File: src/rtl/ats21_host_port_if.sv
// Host-side bundle for the ATS21 port: local command/response handshake,
// ATS21 request/ready/status wires and the alarm inputs and outputs.
interface ats21_host_port_if;
    logic        cmd_valid;
    logic [31:0] cmd_instr;
    logic        cmd_ready;
    logic        rsp_valid;
    logic        rsp_ack;
    logic        rsp_timeout;
    logic        req;
    logic [15:0] ctrl;
    logic        ready;
    logic [1:0]  stat;
    logic [23:0] alarm_data;
    logic [23:0] alarm_clr;
    logic [23:0] alarm_pending;

    modport master (
        output cmd_valid, cmd_instr, ready, stat, alarm_data, alarm_clr,
        input  cmd_ready, rsp_valid, rsp_ack, rsp_timeout, req, ctrl, alarm_pending
    );

    modport slave (
        input  cmd_valid, cmd_instr, ready, stat, alarm_data, alarm_clr,
        output cmd_ready, rsp_valid, rsp_ack, rsp_timeout, req, ctrl, alarm_pending
    );
endinterface

File: src/rtl/ats21_host_port.sv
// ATS21 host port: sends a 32-bit instruction as two 16-bit halves with a ready
// handshake and timeout. Define ATS21_ALARM_LATCH_EN to latch alarm edges.
module ats21_host_port #(
    parameter int CLIENT  = 0,
    parameter int TIMEOUT = 16
) (
    input  logic               clk,
    input  logic               reset,
    ats21_host_port_if.slave   bus
);

    if (TIMEOUT < 1 || TIMEOUT > 255) begin : g_bad_timeout
        $error("ats21_host_port: TIMEOUT must be in 1..255");
    end
    if (CLIENT != 0 && CLIENT != 1) begin : g_bad_client
        $error("ats21_host_port: CLIENT must be 0 or 1");
    end

    localparam logic [7:0] TIMEOUT_LAST = 8'(TIMEOUT - 1);

    typedef enum logic [2:0] {
        S_IDLE,
        S_REQ,
        S_WAIT_RDY,
        S_LO,
        S_EXEC,
        S_RESP
    } state_e;

    state_e      state_q, state_d;
    logic [31:0] instr_q, instr_d;
    logic [7:0]  cnt_q, cnt_d;
    logic        ack_q, ack_d;
    logic        to_q, to_d;

    logic        cmd_ready_c;
    logic        req_c;
    logic [15:0] ctrl_c;
    logic        rsp_valid_c;
    logic        stat_sel;

    assign stat_sel = (CLIENT == 0) ? bus.stat[0] : bus.stat[1];

    always_ff @(posedge clk or negedge reset) begin
        if (!reset) begin
            state_q <= S_IDLE;
            cnt_q   <= '0;
            ack_q   <= 1'b0;
            to_q    <= 1'b0;
        end else begin
            state_q <= state_d;
            cnt_q   <= cnt_d;
            ack_q   <= ack_d;
            to_q    <= to_d;
        end
    end

    // The instruction latch only carries data; state alone decides when it is shown.
    always_ff @(posedge clk) begin
        instr_q <= instr_d;
    end

    always_comb begin
        state_d     = state_q;
        instr_d     = instr_q;
        cnt_d       = cnt_q;
        ack_d       = ack_q;
        to_d        = to_q;
        cmd_ready_c = 1'b0;
        req_c       = 1'b0;
        ctrl_c      = 16'h0000;
        rsp_valid_c = 1'b0;

        unique case (state_q)
            S_IDLE: begin
                cmd_ready_c = 1'b1;
                if (bus.cmd_valid) begin
                    instr_d = bus.cmd_instr;
                    state_d = S_REQ;
                end
            end
            S_REQ: begin
                req_c   = 1'b1;
                ctrl_c  = instr_q[31:16];
                cnt_d   = '0;
                state_d = S_WAIT_RDY;
            end
            S_WAIT_RDY: begin
                ctrl_c = instr_q[31:16];
                if (bus.ready) begin
                    state_d = S_LO;
                end else if (cnt_q >= TIMEOUT_LAST) begin
                    ack_d   = 1'b0;
                    to_d    = 1'b1;
                    state_d = S_RESP;
                end else if (cnt_q != 8'hFF) begin
                    cnt_d = cnt_q + 8'd1;
                end
            end
            S_LO: begin
                ctrl_c  = instr_q[15:0];
                state_d = S_EXEC;
            end
            S_EXEC: begin
                // Status is captured on the edge that enters RESP.
                ack_d   = stat_sel;
                to_d    = 1'b0;
                state_d = S_RESP;
            end
            S_RESP: begin
                rsp_valid_c = 1'b1;
                state_d     = S_IDLE;
            end
            default: begin
                state_d = S_IDLE;
            end
        endcase
    end

    assign bus.cmd_ready   = cmd_ready_c;
    assign bus.req         = req_c;
    assign bus.ctrl        = ctrl_c;
    assign bus.rsp_valid   = rsp_valid_c;
    assign bus.rsp_ack     = ack_q;
    assign bus.rsp_timeout = to_q;

`ifdef ATS21_ALARM_LATCH_EN
    logic [23:0] hist_q;
    logic [23:0] pend_q, pend_d;

    // A fresh rising edge beats a simultaneous clear.
    always_comb begin
        pend_d = (pend_q & ~bus.alarm_clr) | (bus.alarm_data & ~hist_q);
    end

    always_ff @(posedge clk or negedge reset) begin
        if (!reset) begin
            hist_q <= '0;
            pend_q <= '0;
        end else begin
            hist_q <= bus.alarm_data;
            pend_q <= pend_d;
        end
    end

    assign bus.alarm_pending = pend_q;
`else
    logic [23:0] unused_alarm_clr;

    assign unused_alarm_clr  = bus.alarm_clr;
    assign bus.alarm_pending = bus.alarm_data;
`endif

endmodule

File: src/flat_wrapper.sv
// flat-port wrapper written by rule: the top's interface ports become plain ports
module ats21_host_port_flat 
#(
    parameter int CLIENT  = 0,
    parameter int TIMEOUT = 16
)
  (clk, reset, bus_cmd_valid, bus_cmd_instr, bus_ready, bus_stat, bus_alarm_data, bus_alarm_clr, bus_cmd_ready, bus_rsp_valid, bus_rsp_ack, bus_rsp_timeout, bus_req, bus_ctrl, bus_alarm_pending);
  ats21_host_port_if bus_i ();
  input  logic clk;
  input  logic reset;
  input wire logic [$bits(bus_i.cmd_valid)-1:0] bus_cmd_valid;
  input wire logic [$bits(bus_i.cmd_instr)-1:0] bus_cmd_instr;
  input wire logic [$bits(bus_i.ready)-1:0] bus_ready;
  input wire logic [$bits(bus_i.stat)-1:0] bus_stat;
  input wire logic [$bits(bus_i.alarm_data)-1:0] bus_alarm_data;
  input wire logic [$bits(bus_i.alarm_clr)-1:0] bus_alarm_clr;
  output wire logic [$bits(bus_i.cmd_ready)-1:0] bus_cmd_ready;
  output wire logic [$bits(bus_i.rsp_valid)-1:0] bus_rsp_valid;
  output wire logic [$bits(bus_i.rsp_ack)-1:0] bus_rsp_ack;
  output wire logic [$bits(bus_i.rsp_timeout)-1:0] bus_rsp_timeout;
  output wire logic [$bits(bus_i.req)-1:0] bus_req;
  output wire logic [$bits(bus_i.ctrl)-1:0] bus_ctrl;
  output wire logic [$bits(bus_i.alarm_pending)-1:0] bus_alarm_pending;
  assign bus_i.cmd_valid = bus_cmd_valid;
  assign bus_i.cmd_instr = bus_cmd_instr;
  assign bus_i.ready = bus_ready;
  assign bus_i.stat = bus_stat;
  assign bus_i.alarm_data = bus_alarm_data;
  assign bus_i.alarm_clr = bus_alarm_clr;
  assign bus_cmd_ready = bus_i.cmd_ready;
  assign bus_rsp_valid = bus_i.rsp_valid;
  assign bus_rsp_ack = bus_i.rsp_ack;
  assign bus_rsp_timeout = bus_i.rsp_timeout;
  assign bus_req = bus_i.req;
  assign bus_ctrl = bus_i.ctrl;
  assign bus_alarm_pending = bus_i.alarm_pending;
  ats21_host_port #(.CLIENT(CLIENT), .TIMEOUT(TIMEOUT)) u_core (.clk(clk), .reset(reset), .bus(bus_i));
endmodule
File: config.mk
export PLATFORM = sky130hd
export DESIGN_NAME = ats21_host_port_flat
export DESIGN_NICKNAME = d
export VERILOG_FILES = /design/src/rtl/ats21_host_port_if.sv /design/src/rtl/ats21_host_port.sv /design/src/flat_wrapper.sv
export SDC_FILE = /design/constraint.sdc
export NUM_CORES = 1
export LEC_CHECK = 0
export CAP_MARGIN = 10
export CORE_UTILIZATION = 35
export CTS_BUF_LIST = sky130_fd_sc_hd__clkbuf_2
export CTS_CLUSTER_SIZE = 40
export DETAILED_ROUTE_END_ITERATION = 10
export MAX_ROUTING_LAYER = met4
export PLACE_DENSITY = 0.77
export SLEW_MARGIN = 20
export SYNTH_ARGS = -nofsm -noshare
export SYNTH_HDL_FRONTEND = slang
export SYNTH_SLANG_ARGS = --single-unit
File: constraint.sdc
create_clock -name clk -period 2 [get_ports clk]
set_input_delay 0.4 -clock clk [delete_from_list [all_inputs] [get_ports clk]]
set_output_delay 0.4 -clock clk [all_outputs]
set_load 0.02 [all_outputs]
==> results.cfg <==
[floorplanning]
ios = 131
die_area_um2 = 6830
initial_core_util = 0.360
core_area_um2 = 6310
die-height_um = 82.6
rows = 29
die_w_um = 82.6

[finish]
areaGrowthSynthToFinish_pct = 37.0
fillers = 572
fin_cells = 312
layout.nets = 322
multi_input_area_um2 = 883
antennaDiodeCount = 0
utilization = 0.494
final-seq-area_um2 = 1290
drive_gt1_frac = 0.421

[routing]
postRouteAntennaNets = 0
drc = 0
avgRoutedWirePerCell_um = 16.0
wl_um = 4980
vias = 1620
viasPerCell = 5.19
dr.pass1.iters = 4
drt_iter0_markers = 90

[placement]
portBuffers = 57
gp_congestion = 0.763
place_hpwl_um = 3220
dp.cells = 299
dp_slack_ns = -0.155

[clock_network]
insertion_delay_ns = 0.40
hold_buffers = 0
cts-root-buf = clkbuf_2
clock-sinks = 45
htreeDepth = 2
cts-buffers-inserted = 5
cts_tree = yes
path_clk_slew_ns = 0.23
clockBufferDepth = 2

[timing]
worstMarginPinSlew_ns = 0.627
worst_clock_skew_ns = 0.0237
finalSetupViolCount = 18
hold_ws_ns = 0.340
finalSetupTns_ns = -3.47
fmax_mhz = 445
setup_slack_ns = -0.249
timing.final.crit_share = 1.12
slew_viol_final = 0
period_minus_slack_ns = 2.25
rsz0062_at_grt = yes
hold_viol = 0
slew_headroom = 0.580

[run]
maxCapViolCount = 0

[pwr]
peakVddDrop_v = 0.000630
leakagePower_nw = 1.24
power_density_nw_per_um2 = 1440

[critical_path]
reg2reg_depth = 6
crit_path_start_kind = flop
crit_path_end_kind = output pin
critPathCapture = bus_ctrl[0]
cp_max_fo = 5
crit_required_ns = 1.60
reg2reg_to = u_core.instr_q[4]
timing.rr.start = u_core.state_q[1]
r2r_slack_ns = 0.29
startpoint = u_core.state_q[1]
crit_type = reg -> out
arrival_ns = 1.85

[global_route]
antenna_found_initial = 0
grt_max_degree = 30
grt_overflow = 0
globalRouteMet3Util = 0.0341
grt_pass1_vias = 1729
grt_busiest_layer = met2
grt_pass1_wl_um = 7940
grt.total_usage = 0.164
grt_use_met2 = 0.277
grt_use_met1 = 0.182

[outcome]
outcome = complete, but fails checks
failed_checks = setup timing

[yosys]
synthTopCellsByArea = edfxtp_1, dfrtp_1, buf_4
synth_top_family_by_area = simple AND/OR/NAND/NOR gates
synthAdderAreaFrac = 0.00550
synth.distinct_cells = 38
synth_compound_area_frac = 0.111
syn-cell-area_um2 = 2270
synth.avg_cell_area_um2 = 12.4
synthCells = 183
synth_mux_area_frac = 0.0792
syn-num-nets = 270
synth_xor_area_frac = 0
synth_area_leader_cell = edfxtp_1
synth-simple-area-share = 0.125
yosysWarnings = 0
synth.top_cell.area_share = 0.422
synth-seq-cells = 45
seq_area_frac_synth = 0.565

[worst_hold_path]
worstHoldPathType = in -> async
-- cells in the mapped netlist --
| cell | number |
|---|---|
| and2b_1 | 1 |
| nand4_1 | 2 |
| and2_2 | 1 |
| buf_1 | 1 |
| o211a_1 | 1 |
| buf_6 | 3 |
| mux2_1 | 8 |
| nor2b_1 | 5 |
| o31ai_1 | 1 |
| o21ai_1 | 4 |
| a32o_2 | 2 |
| nor2_4 | 1 |
| nand3_2 | 1 |
| a22oi_1 | 16 |
| and4b_1 | 1 |
| o41ai_1 | 1 |
| clkbuf_1 | 2 |
| o21ai_0 | 1 |
| nor4_4 | 1 |
| and2_1 | 2 |
| buf_2 | 4 |
| nor3_1 | 1 |
| inv_2 | 2 |
| buf_4 | 25 |
| ha_1 | 1 |
| nand2b_1 | 3 |
| nand2_1 | 5 |
| nand3b_1 | 2 |
| and3b_2 | 1 |
| a21oi_1 | 4 |
| a32o_1 | 3 |
| dfrtp_1 | 13 |
| edfxtp_1 | 32 |
| mux2_2 | 8 |
| nand3_1 | 1 |
| nor2b_2 | 1 |
| nor2_1 | 21 |
| o21bai_1 | 1 |
-- worst max-delay path: stages (launching register included) --
cell	delay (ns)
dfrtp_2	0.50
buf_12	0.14
buf_8	0.12
mux2_4	0.30
a22oi_2	0.20
nor2_2	0.06
buf_6	0.13
-- power breakdown --
group          internal, mW  total, mW  switching, mW
clock network         0.203      0.486          0.284
registers              1.25       1.40          0.143
logic                  1.31       2.61           1.31
-- worst min path at each step --
| stage | slack (ns) | cells after the start | end | from |
|---|---|---|---|---|
| after floorplan | 0.10 | 0 | u_core.bus.rsp_ack | reset |
| after global placement | 0.52 | 1 | u_core.bus.rsp_ack | u_core.bus.rsp_ack |
| after detailed placement | 0.52 | 1 | u_core.bus.rsp_ack | u_core.bus.rsp_ack |
| after CTS | 0.36 | 1 | u_core.cnt_q[2] | reset |
| after global routing | 0.35 | 1 | u_core.cnt_q[2] | reset |
| final | 0.34 | 1 | u_core.cnt_q[6] | reset |
-- layer usage --
layer | vias up | part of all wire
met5 | - | 0
met4 | 0 | 0.038
li1 | 752 | -
met2 | 65 | 0.51
met3 | 27 | 0.064
met1 | 776 | 0.38
-- sequential cells by signal, summed over array words and instances (netlist names) --
name and flops:
u_core.bus.rsp_ack 1, u_core.bus.rsp_timeout 1, u_core.cnt_q 8, u_core.instr_q 32, u_core.state_q 3
-- final cells by class --
class | count | share of cell area
well taps | 77 | 0.0309
clock buffers | 5 | 0.00803
multi-input cells | 101 | 0.283
inverters | 2 | 0.00241
repair buffers | 80 | 0.251
flip-flops and latches | 45 | 0.413
clock inverters | 2 | 0.0112
-- placed cells by master (no fill, tap or decap), drive strengths merged --
| cell type | instances |
|---|---|
| buf | 42 |
| nor2b | 6 |
| nand4 | 2 |
| a22oi | 16 |
| bufinv | 1 |
| clkbuf | 5 |
| dfrtp | 13 |
| and2 | 3 |
| nor4 | 1 |
| clkdlybuf4s50 | 38 |
| and2b | 1 |
| o21bai | 1 |
| o211a | 1 |
| mux2 | 16 |
| nand3 | 2 |
| nand2b | 3 |
| o21ai | 5 |
| clkinv | 1 |
| o31ai | 1 |
| nor2 | 22 |
| nand2 | 5 |
| and3b | 1 |
| o41ai | 1 |
| inv | 2 |
| a21oi | 4 |
| and4b | 1 |
| nand3b | 2 |
| ha | 1 |
| edfxtp | 32 |
| a32o | 5 |
| nor3 | 1 |
-- kinds of logic after synthesis --
group	Yosys count
AO/OA/AOI/OAI	34
buffers and inverters	37
adder cells (fa/ha/maj)	1
AND/OR/NAND/NOR	50
flip-flops	45
multiplexers	16
-- metrics by stage --
stage,cell area (um^2),total power [mW]
after CTS,3030,4.31
after global routing,3120,4.78
after floorplan,2280,2.69
after detailed placement,2830,3.53
after global placement,2830,3.49
final,3120,4.50
-- timing repair --
| item | CTS | global route |
|---|---|---|
| pin swaps | 9 | 16 |
| hold endpoints to repair | 0 | 0 |
| setup endpoints to repair | 19 | 19 |
| gates resized for setup | 120 | 24 |
| gates cloned | 2 | 0 |
| setup buffers | 3 | 1 |
(Power assumes the default switching activity.)
